$ cat src/rtl/patch_init_loader_if.sv
// Stream-in / init-memory-write bundle for the patch init loader.
// slave  : the loader's view (consumes the grid stream, drives memory and status)
// master : the producer/observer view (drives the grid stream, watches outputs)
interface patch_init_loader_if #(
    parameter int ADDR_W = 10,
    parameter int DATA_W = 18
);
    logic              start;
    logic [DATA_W-1:0] in_data;      // 1.17 fixed-point node value (two's complement bits)
    logic              in_valid;
    logic              in_last;
    logic              in_ready;
    logic              wr_en;
    logic [ADDR_W-1:0] wr_addr;
    logic [DATA_W-1:0] wr_data;
    logic              solver_reset;
    logic              load_done;
    logic              err_len;

    modport master (
        output start, in_data, in_valid, in_last,
        input  in_ready, wr_en, wr_addr, wr_data, solver_reset, load_done, err_len
    );

    modport slave (
        input  start, in_data, in_valid, in_last,
        output in_ready, wr_en, wr_addr, wr_data, solver_reset, load_done, err_len
    );
endinterface

$ cat src/rtl/patch_init_loader.sv
// Patch init loader: accepts a row-major 24x24 grid of node displacements and
// writes each value into the patch-major init memory of the drum solver.
// Address generation uses four cascaded wrap counters (no dividers). The solver
// is held in reset until a complete frame has landed in memory.
module patch_init_loader #(
    parameter int PATCH_NUM           = 36,
    parameter int PATCH_NUM_DIMENSION = 6,
    parameter int PATCH_SIZE          = 4,
    parameter int ADDR_W              = 10
) (
    input  logic              i_clock,
    input  logic              i_reset,
    patch_init_loader_if.slave io_bus
);
    localparam int DATA_W = 18;
    localparam int CL_W   = (PATCH_SIZE > 1) ? $clog2(PATCH_SIZE) : 1;
    localparam int CP_W   = (PATCH_NUM_DIMENSION > 1) ? $clog2(PATCH_NUM_DIMENSION) : 1;

    localparam logic [CL_W-1:0]   CL_MAX    = CL_W'(PATCH_SIZE - 1);
    localparam logic [CP_W-1:0]   CP_MAX    = CP_W'(PATCH_NUM_DIMENSION - 1);
    localparam logic [CL_W-1:0]   CL_ZERO   = {CL_W{1'b0}};
    localparam logic [CP_W-1:0]   CP_ZERO   = {CP_W{1'b0}};
    localparam logic [CL_W-1:0]   CL_ONE    = CL_W'(1);
    localparam logic [CP_W-1:0]   CP_ONE    = CP_W'(1);
    // The final grid node always maps to the highest patch-major address.
    localparam logic [ADDR_W-1:0] LAST_ADDR = ADDR_W'(PATCH_NUM * PATCH_SIZE * PATCH_SIZE - 1);

    // S_FLUSH is the cycle in which the final write is visible on the memory
    // port; the solver is released only on the following cycle.
    typedef enum logic [1:0] {
        S_IDLE  = 2'd0,
        S_LOAD  = 2'd1,
        S_FLUSH = 2'd2,
        S_DONE  = 2'd3
    } state_t;

    state_t            r_state;
    state_t            w_next_state;

    logic [CL_W-1:0]   r_col_local, r_row_local, w_col_local, w_row_local;
    logic [CP_W-1:0]   r_col_patch, r_row_patch, w_col_patch, w_row_patch;
    logic              r_in_ready;
    logic              r_wr_en;
    logic [ADDR_W-1:0] r_wr_addr;
    logic [DATA_W-1:0] r_wr_data;
    logic              r_solver_reset;
    logic              r_load_done;
    logic              r_err_len;
    logic              w_err_len;

    logic              w_accept;
    logic              w_take;
    logic              w_last_pos;
    logic [ADDR_W-1:0] w_addr;

    // A beat is accepted only while loading; a simultaneous start drops it.
    assign w_accept = io_bus.in_valid & (r_state == S_LOAD);
    assign w_take   = w_accept & ~io_bus.start;

    // Patch-major address of the current grid position.
    assign w_addr = ((ADDR_W'(r_row_patch) * ADDR_W'(PATCH_NUM_DIMENSION) + ADDR_W'(r_col_patch))
                     * ADDR_W'(PATCH_SIZE * PATCH_SIZE))
                  + ADDR_W'(r_row_local) * ADDR_W'(PATCH_SIZE)
                  + ADDR_W'(r_col_local);

    assign w_last_pos = (w_addr == LAST_ADDR);

    // State register.
    always_ff @(posedge i_clock) begin
        if (i_reset) begin
            r_state <= S_IDLE;
        end else begin
            r_state <= w_next_state;
        end
    end

    // Next-state decode: start always (re)enters LOAD; a frame ends on the last grid node or an early in_last.
    always_comb begin
        w_next_state = r_state;
        case (r_state)
            S_IDLE: begin
                if (io_bus.start) begin
                    w_next_state = S_LOAD;
                end else begin
                    w_next_state = S_IDLE;
                end
            end
            S_LOAD: begin
                if (io_bus.start) begin
                    w_next_state = S_LOAD;
                end else if (w_take && w_last_pos) begin
                    w_next_state = S_FLUSH;
                end else if (w_take && io_bus.in_last) begin
                    w_next_state = S_IDLE;
                end else begin
                    w_next_state = S_LOAD;
                end
            end
            S_FLUSH: begin
                if (io_bus.start) begin
                    w_next_state = S_LOAD;
                end else begin
                    w_next_state = S_DONE;
                end
            end
            S_DONE: begin
                if (io_bus.start) begin
                    w_next_state = S_LOAD;
                end else begin
                    w_next_state = S_DONE;
                end
            end
            default: begin
                w_next_state = S_IDLE;
            end
        endcase
    end

    // Output decode: next values of the grid counters and the sticky length-error flag.
    always_comb begin
        w_col_local = r_col_local;
        w_col_patch = r_col_patch;
        w_row_local = r_row_local;
        w_row_patch = r_row_patch;
        w_err_len   = r_err_len;
        if (io_bus.start) begin
            w_col_local = CL_ZERO;
            w_col_patch = CP_ZERO;
            w_row_local = CL_ZERO;
            w_row_patch = CP_ZERO;
            w_err_len   = 1'b0;
        end else if (w_take) begin
            if (w_last_pos || io_bus.in_last) begin
                // Frame ends here; length is wrong if in_last and the final node disagree.
                w_col_local = CL_ZERO;
                w_col_patch = CP_ZERO;
                w_row_local = CL_ZERO;
                w_row_patch = CP_ZERO;
                w_err_len   = r_err_len | (w_last_pos ^ io_bus.in_last);
            end else if (r_col_local != CL_MAX) begin
                w_col_local = r_col_local + CL_ONE;
            end else if (r_col_patch != CP_MAX) begin
                w_col_local = CL_ZERO;
                w_col_patch = r_col_patch + CP_ONE;
            end else if (r_row_local != CL_MAX) begin
                w_col_local = CL_ZERO;
                w_col_patch = CP_ZERO;
                w_row_local = r_row_local + CL_ONE;
            end else if (r_row_patch != CP_MAX) begin
                w_col_local = CL_ZERO;
                w_col_patch = CP_ZERO;
                w_row_local = CL_ZERO;
                w_row_patch = r_row_patch + CP_ONE;
            end else begin
                w_col_local = CL_ZERO;
                w_col_patch = CP_ZERO;
                w_row_local = CL_ZERO;
                w_row_patch = CP_ZERO;
            end
        end else begin
            w_err_len = r_err_len;
        end
    end

    // Registered outputs, write port and counters; status follows the next state so it lines up with it.
    always_ff @(posedge i_clock) begin
        if (i_reset) begin
            r_in_ready     <= 1'b0;
            r_wr_en        <= 1'b0;
            r_wr_addr      <= {ADDR_W{1'b0}};
            r_wr_data      <= {DATA_W{1'b0}};
            r_solver_reset <= 1'b1;
            r_load_done    <= 1'b0;
            r_err_len      <= 1'b0;
            r_col_local    <= CL_ZERO;
            r_col_patch    <= CP_ZERO;
            r_row_local    <= CL_ZERO;
            r_row_patch    <= CP_ZERO;
        end else begin
            r_in_ready     <= (w_next_state == S_LOAD);
            r_wr_en        <= w_take;
            if (w_take) begin
                r_wr_addr <= w_addr;
                r_wr_data <= io_bus.in_data;
            end else begin
                r_wr_addr <= r_wr_addr;
                r_wr_data <= r_wr_data;
            end
            r_solver_reset <= (w_next_state != S_DONE);
            r_load_done    <= (w_next_state == S_DONE);
            r_err_len      <= w_err_len;
            r_col_local    <= w_col_local;
            r_col_patch    <= w_col_patch;
            r_row_local    <= w_row_local;
            r_row_patch    <= w_row_patch;
        end
    end

    assign io_bus.in_ready     = r_in_ready;
    assign io_bus.wr_en        = r_wr_en;
    assign io_bus.wr_addr      = r_wr_addr;
    assign io_bus.wr_data      = r_wr_data;
    assign io_bus.solver_reset = r_solver_reset;
    assign io_bus.load_done    = r_load_done;
    assign io_bus.err_len      = r_err_len;
endmodule
$ cat src/flat_wrapper.sv
// flat-port wrapper written by rule: the top's interface ports become plain ports
module patch_init_loader_flat 
#(
    parameter int PATCH_NUM           = 36,
    parameter int PATCH_NUM_DIMENSION = 6,
    parameter int PATCH_SIZE          = 4,
    parameter int ADDR_W              = 10
)
  (i_clock, i_reset, io_bus_start, io_bus_in_data, io_bus_in_valid, io_bus_in_last, io_bus_in_ready, io_bus_wr_en, io_bus_wr_addr, io_bus_wr_data, io_bus_solver_reset, io_bus_load_done, io_bus_err_len);
  patch_init_loader_if #(.ADDR_W(ADDR_W)) io_bus_i ();
  input  logic i_clock;
  input  logic i_reset;
  input wire logic [$bits(io_bus_i.start)-1:0] io_bus_start;
  input wire logic [$bits(io_bus_i.in_data)-1:0] io_bus_in_data;
  input wire logic [$bits(io_bus_i.in_valid)-1:0] io_bus_in_valid;
  input wire logic [$bits(io_bus_i.in_last)-1:0] io_bus_in_last;
  output wire logic [$bits(io_bus_i.in_ready)-1:0] io_bus_in_ready;
  output wire logic [$bits(io_bus_i.wr_en)-1:0] io_bus_wr_en;
  output wire logic [$bits(io_bus_i.wr_addr)-1:0] io_bus_wr_addr;
  output wire logic [$bits(io_bus_i.wr_data)-1:0] io_bus_wr_data;
  output wire logic [$bits(io_bus_i.solver_reset)-1:0] io_bus_solver_reset;
  output wire logic [$bits(io_bus_i.load_done)-1:0] io_bus_load_done;
  output wire logic [$bits(io_bus_i.err_len)-1:0] io_bus_err_len;
  assign io_bus_i.start = io_bus_start;
  assign io_bus_i.in_data = io_bus_in_data;
  assign io_bus_i.in_valid = io_bus_in_valid;
  assign io_bus_i.in_last = io_bus_in_last;
  assign io_bus_in_ready = io_bus_i.in_ready;
  assign io_bus_wr_en = io_bus_i.wr_en;
  assign io_bus_wr_addr = io_bus_i.wr_addr;
  assign io_bus_wr_data = io_bus_i.wr_data;
  assign io_bus_solver_reset = io_bus_i.solver_reset;
  assign io_bus_load_done = io_bus_i.load_done;
  assign io_bus_err_len = io_bus_i.err_len;
  patch_init_loader #(.PATCH_NUM(PATCH_NUM), .PATCH_NUM_DIMENSION(PATCH_NUM_DIMENSION), .PATCH_SIZE(PATCH_SIZE), .ADDR_W(ADDR_W)) u_core (.i_clock(i_clock), .i_reset(i_reset), .io_bus(io_bus_i));
endmodule
$ cat config.mk
export PLATFORM = sky130hd
export DESIGN_NAME = patch_init_loader_flat
export DESIGN_NICKNAME = d
export VERILOG_FILES = /design/src/rtl/patch_init_loader_if.sv /design/src/rtl/patch_init_loader.sv /design/src/flat_wrapper.sv
export SDC_FILE = /design/constraint.sdc
export NUM_CORES = 1
export LEC_CHECK = 0
export ABC_AREA = 1
export CAP_MARGIN = 30
export CORE_AREA = 2 2 76 70
export DETAILED_ROUTE_END_ITERATION = 12
export DIE_AREA = 0 0 78 72
export HOLD_SLACK_MARGIN = 0.08
export MAX_ROUTING_LAYER = met4
export PLACE_DENSITY = 0.76
export SETUP_SLACK_MARGIN = 0.5
export SLEW_MARGIN = 20
export SYNTH_ARGS = -nofsm -noshare
export SYNTH_HDL_FRONTEND = slang
export SYNTH_SLANG_ARGS = --single-unit
$ cat constraint.sdc
create_clock -name i_clock -period 2.6 [get_ports i_clock]
set_input_delay 0.26 -clock i_clock [delete_from_list [all_inputs] [get_ports i_clock]]
set_output_delay 0.26 -clock i_clock [all_outputs]
set_load 0.01 [all_outputs]
==> impl_metrics.tcl <==
set metrics [dict create \
    seq_area_frac_synth 0.447 \
    synth.area.mux_share 0 \
    cts_htree_levels 2 \
    cp.required_ns 2.79 \
    rrSetupSlack_ns -0.03 \
    synth_compound_area_frac 0.117 \
    synth_top_family_by_area "simple AND/OR/NAND/NOR gates" \
    period_needed_ns 2.63 \
    hold_class "reg2reg" \
    ys_ff_latch 45 \
    numCtsBuffers 5 \
    tightestPinTransition_ns 0.709 \
    die_w_um 78 \
    max_slew_margin 0.527 \
    antenna_found_initial 0 \
    seqPwrFrac 0.530 \
    met2_usage 0.296 \
    post_drt_wl_per_cell_um 12.3 \
    grt_pass1_vias 1788 \
    critPathLaunchType "register" \
    worstSkewPairLatency_ns 0.29 \
    failed_checks "negative setup slack" \
    setup_tns_ns -0.0290 \
    grt_max_degree 37 \
    crit_fanout 6 \
    use_met3 0.0435 \
    rows 24 \
    drt_iter0_drc 101 \
    grt_usage 0.181 \
    power_per_cell_area_nw_per_um2 446 \
    io_pins 56 \
    grtUsageMet1 0.225 \
    fin_crit_sh 1.01 \
    synth_top_area_frac 0.447 \
    fin_worst_skew_ns 0.00538 \
    hold_buffers 0 \
    critical_path_class "reg2reg" \
    drc 0 \
    final_net_count 382 \
    synthAdderAreaFrac 0.0758 \
    synth_largest_area_cell "dfxtp_1" \
    vdd_drop_max_mv 0.211 \
    p_int_mw 1.04 \
    wirelength_um 5090 \
    antenna-diode-count 0 \
    clock_sink_count 45 \
    clk_path_buf_depth 2 \
    synthSimpleGateAreaFrac 0.265 \
    swShare 0.231 \
    cp-end-kind "register" \
    vias 1951 \
    drtPass1Iterations 4 \
    ys.warnings.count 0 \
    cts_tree "yes" \
    routed_via_density 4.72 \
    setup_ws_ns -0.0290 \
    synthCells 271 \
    grt_pass1_wl_um 7920 \
    synth_area_leaders "dfxtp_1 45%, nor2_1 12%, nand2_1 8.4%" \
    path_clk_slew_ns 0.08 \
    leakage_nw 1.26 \
    fmax_mhz 380 \
    initial_core_util 0.419 \
    synthesis.nets 305 \
    coreArea_um2 4800 \
    drive_gt1_frac 0.198 \
    stdcell_count 413 \
    power.switching_mw 0.313 \
    cp_data_arrival_time_ns 2.82 \
    finalMaxSlewViolations 0 \
    maxCapViolCount 0 \
    syn_area_um2 2010 \
    hpwl_um 3140 \
    grt-ovfl-total 0 \
    yosys.area_share.xor_xnor 0.00870 \
    grt_setup_unrepaired "true" \
    antenna_left 0 \
    synth.distinct_cells 28 \
    io_buffers 55 \
    place_congestion 0.816 \
    die_area_um2 5620 \
    finalPower_mw 1.35 \
    status "finished with violations" \
    area_delta_synth_final_pct 50.4 \
    avgSynthCellArea_um2 7.43 \
    grt.busiest_layer "met2" \
    finalSetupViolCount 1 \
    die_h_um 72 \
    dp.cells 384 \
    hold_viol_final 0 \
    root_buffer "clkbuf_8" \
    p_clk_frac 0.346 \
    p_comb_frac 0.124 \
]
[through the flow]
| stage | utilization | area [um^2] | setup slack, ns | hold slack, ns |
|---|---|---|---|---|
| 6_report | 0.631 | 3030 | -0.0290 | 0.457 |
| 2_1_floorplan | - | 2080 | 0.202 | 0.424 |
| 4_1_cts | 0.609 | 2930 | 0.137 | 0.463 |
| 3_3_place_gp | 0.557 | 2680 | 0.0269 | 0.449 |
| 3_5_place_dp | 0.557 | 2680 | 0.00230 | 0.451 |
| 5_1_grt | 0.631 | 3030 | -0.131 | 0.489 |
[path summary, 6_finish.rpt]
path / startpoint / end / cells after the start
max: u_core.r_row_patch[1] / u_core.r_col_patch[0] / 17
min: u_core.io_bus.err_len / u_core.io_bus.err_len / 2
max reg2reg: u_core.r_row_patch[1] / u_core.r_col_patch[0] / 17
min reg2reg: u_core.io_bus.err_len / u_core.io_bus.err_len / 2
[final cells by class]
class	count	area [um^2]
inverters	32	130
multi-input cells	184	1050
flip-flops and latches	45	912
clock buffers	6	93.8
clock inverters	1	5.00
fillers	411	1770
repair buffers	80	757
well taps	65	81.3
[metal layers]
metal | share of wire | vias to the layer above
li1 | - | 997
met1 | 0.45 | 885
met2 | 0.47 | 60
met3 | 0.056 | 9
met4 | 0.019 | 0
met5 | 0 | -
[critical path: stages (launching register included)]
cell      delay [ns]
dfxtp_4         0.37
buf_6           0.12
ha_4            0.15
inv_2           0.05
fa_2            0.49
nor2_2          0.15
nand3_1         0.09
nand2_2         0.09
nand2_2         0.06
nand3_2         0.10
ha_4            0.20
nand2_4         0.07
nand2_4         0.10
clkinv_4        0.07
buf_4           0.13
buf_6           0.10
o21ai_2         0.12
nor3_1          0.05
[cells in the mapped netlist]
cell type	count
a211oi_1	1
a21oi_1	14
a31oi_1	1
buf_2	7
buf_4	1
clkbuf_1	2
clkinv_1	1
clkinv_2	1
dfxtp_1	45
fa_1	2
ha_1	9
inv_1	27
inv_2	2
inv_4	1
nand2_1	45
nand2_2	2
nand2_4	2
nand3_1	8
nand4_1	2
nor2_1	62
nor2_4	3
nor3_1	1
nor4_1	1
o211ai_1	1
o21ai_0	27
o21ai_2	1
xnor2_1	1
xor2_1	1
[state kept, by name (all words and copies together) (netlist names)]
register / count
u_core.io_bus.wr_addr: 10
u_core.io_bus.load_done: 1
u_core.r_col_patch: 3
u_core.io_bus.solver_reset: 1
u_core.io_bus.wr_data: 18
u_core.r_state: 2
u_core.r_col_local: 2
u_core.io_bus.wr_en: 1
u_core.io_bus.in_ready: 1
u_core.r_row_patch: 3
u_core.io_bus.err_len: 1
u_core.r_row_local: 2
[placed cells by master, fill, tap and decap left out, drive strengths merged]
| cell | synthesis | layout |
|---|---|---|
| nor3 | 1 | 1 |
| a31oi | 1 | 1 |
| clkinv | 2 | 3 |
| o211ai | 1 | 1 |
| dfxtp | 45 | 45 |
| nand2 | 49 | 49 |
| nand3 | 8 | 8 |
| buf | 8 | 25 |
| a211oi | 1 | 1 |
| clkbuf | 2 | 6 |
| nor4 | 1 | 1 |
| xnor2 | 1 | 1 |
| xor2 | 1 | 1 |
| clkdlybuf4s50 | 0 | 55 |
| fa | 2 | 2 |
| ha | 9 | 9 |
| a21oi | 14 | 14 |
| o21ai | 28 | 28 |
| nand4 | 2 | 2 |
| inv | 30 | 30 |
| nor2 | 65 | 65 |
[cell families (layout without fill, tap and decap cells)]
logic type | count (synthesis) | in the layout
DFF | 45 | 45
AOI/OAI and AO/OA | 45 | 45
buffers and inverters | 42 | 119
xor gates and xnor gates | 2 | 2
and+or+nand+nor | 126 | 126
adders and majority gates | 11 | 11
[power by group through the flow]
stage          combinational (mW)  clock (mW)  sequential [mW]
2_1_floorplan              0.0630           0            0.744
3_3_place_gp                0.152           0            0.734
3_5_place_dp                0.153           0            0.735
4_1_cts                     0.162       0.484            0.717
5_1_grt                     0.183       0.512            0.719
6_report                    0.168       0.467            0.716
[timing repair]
item                       in CTS  in global routing
gates resized for setup        12                 16
hold endpoints to repair        0                  0
pin swaps                       6                 18
buffers inserted               14                  8
setup endpoints to repair      11                 14
Note: power is estimated with default switching activity, not from simulation.
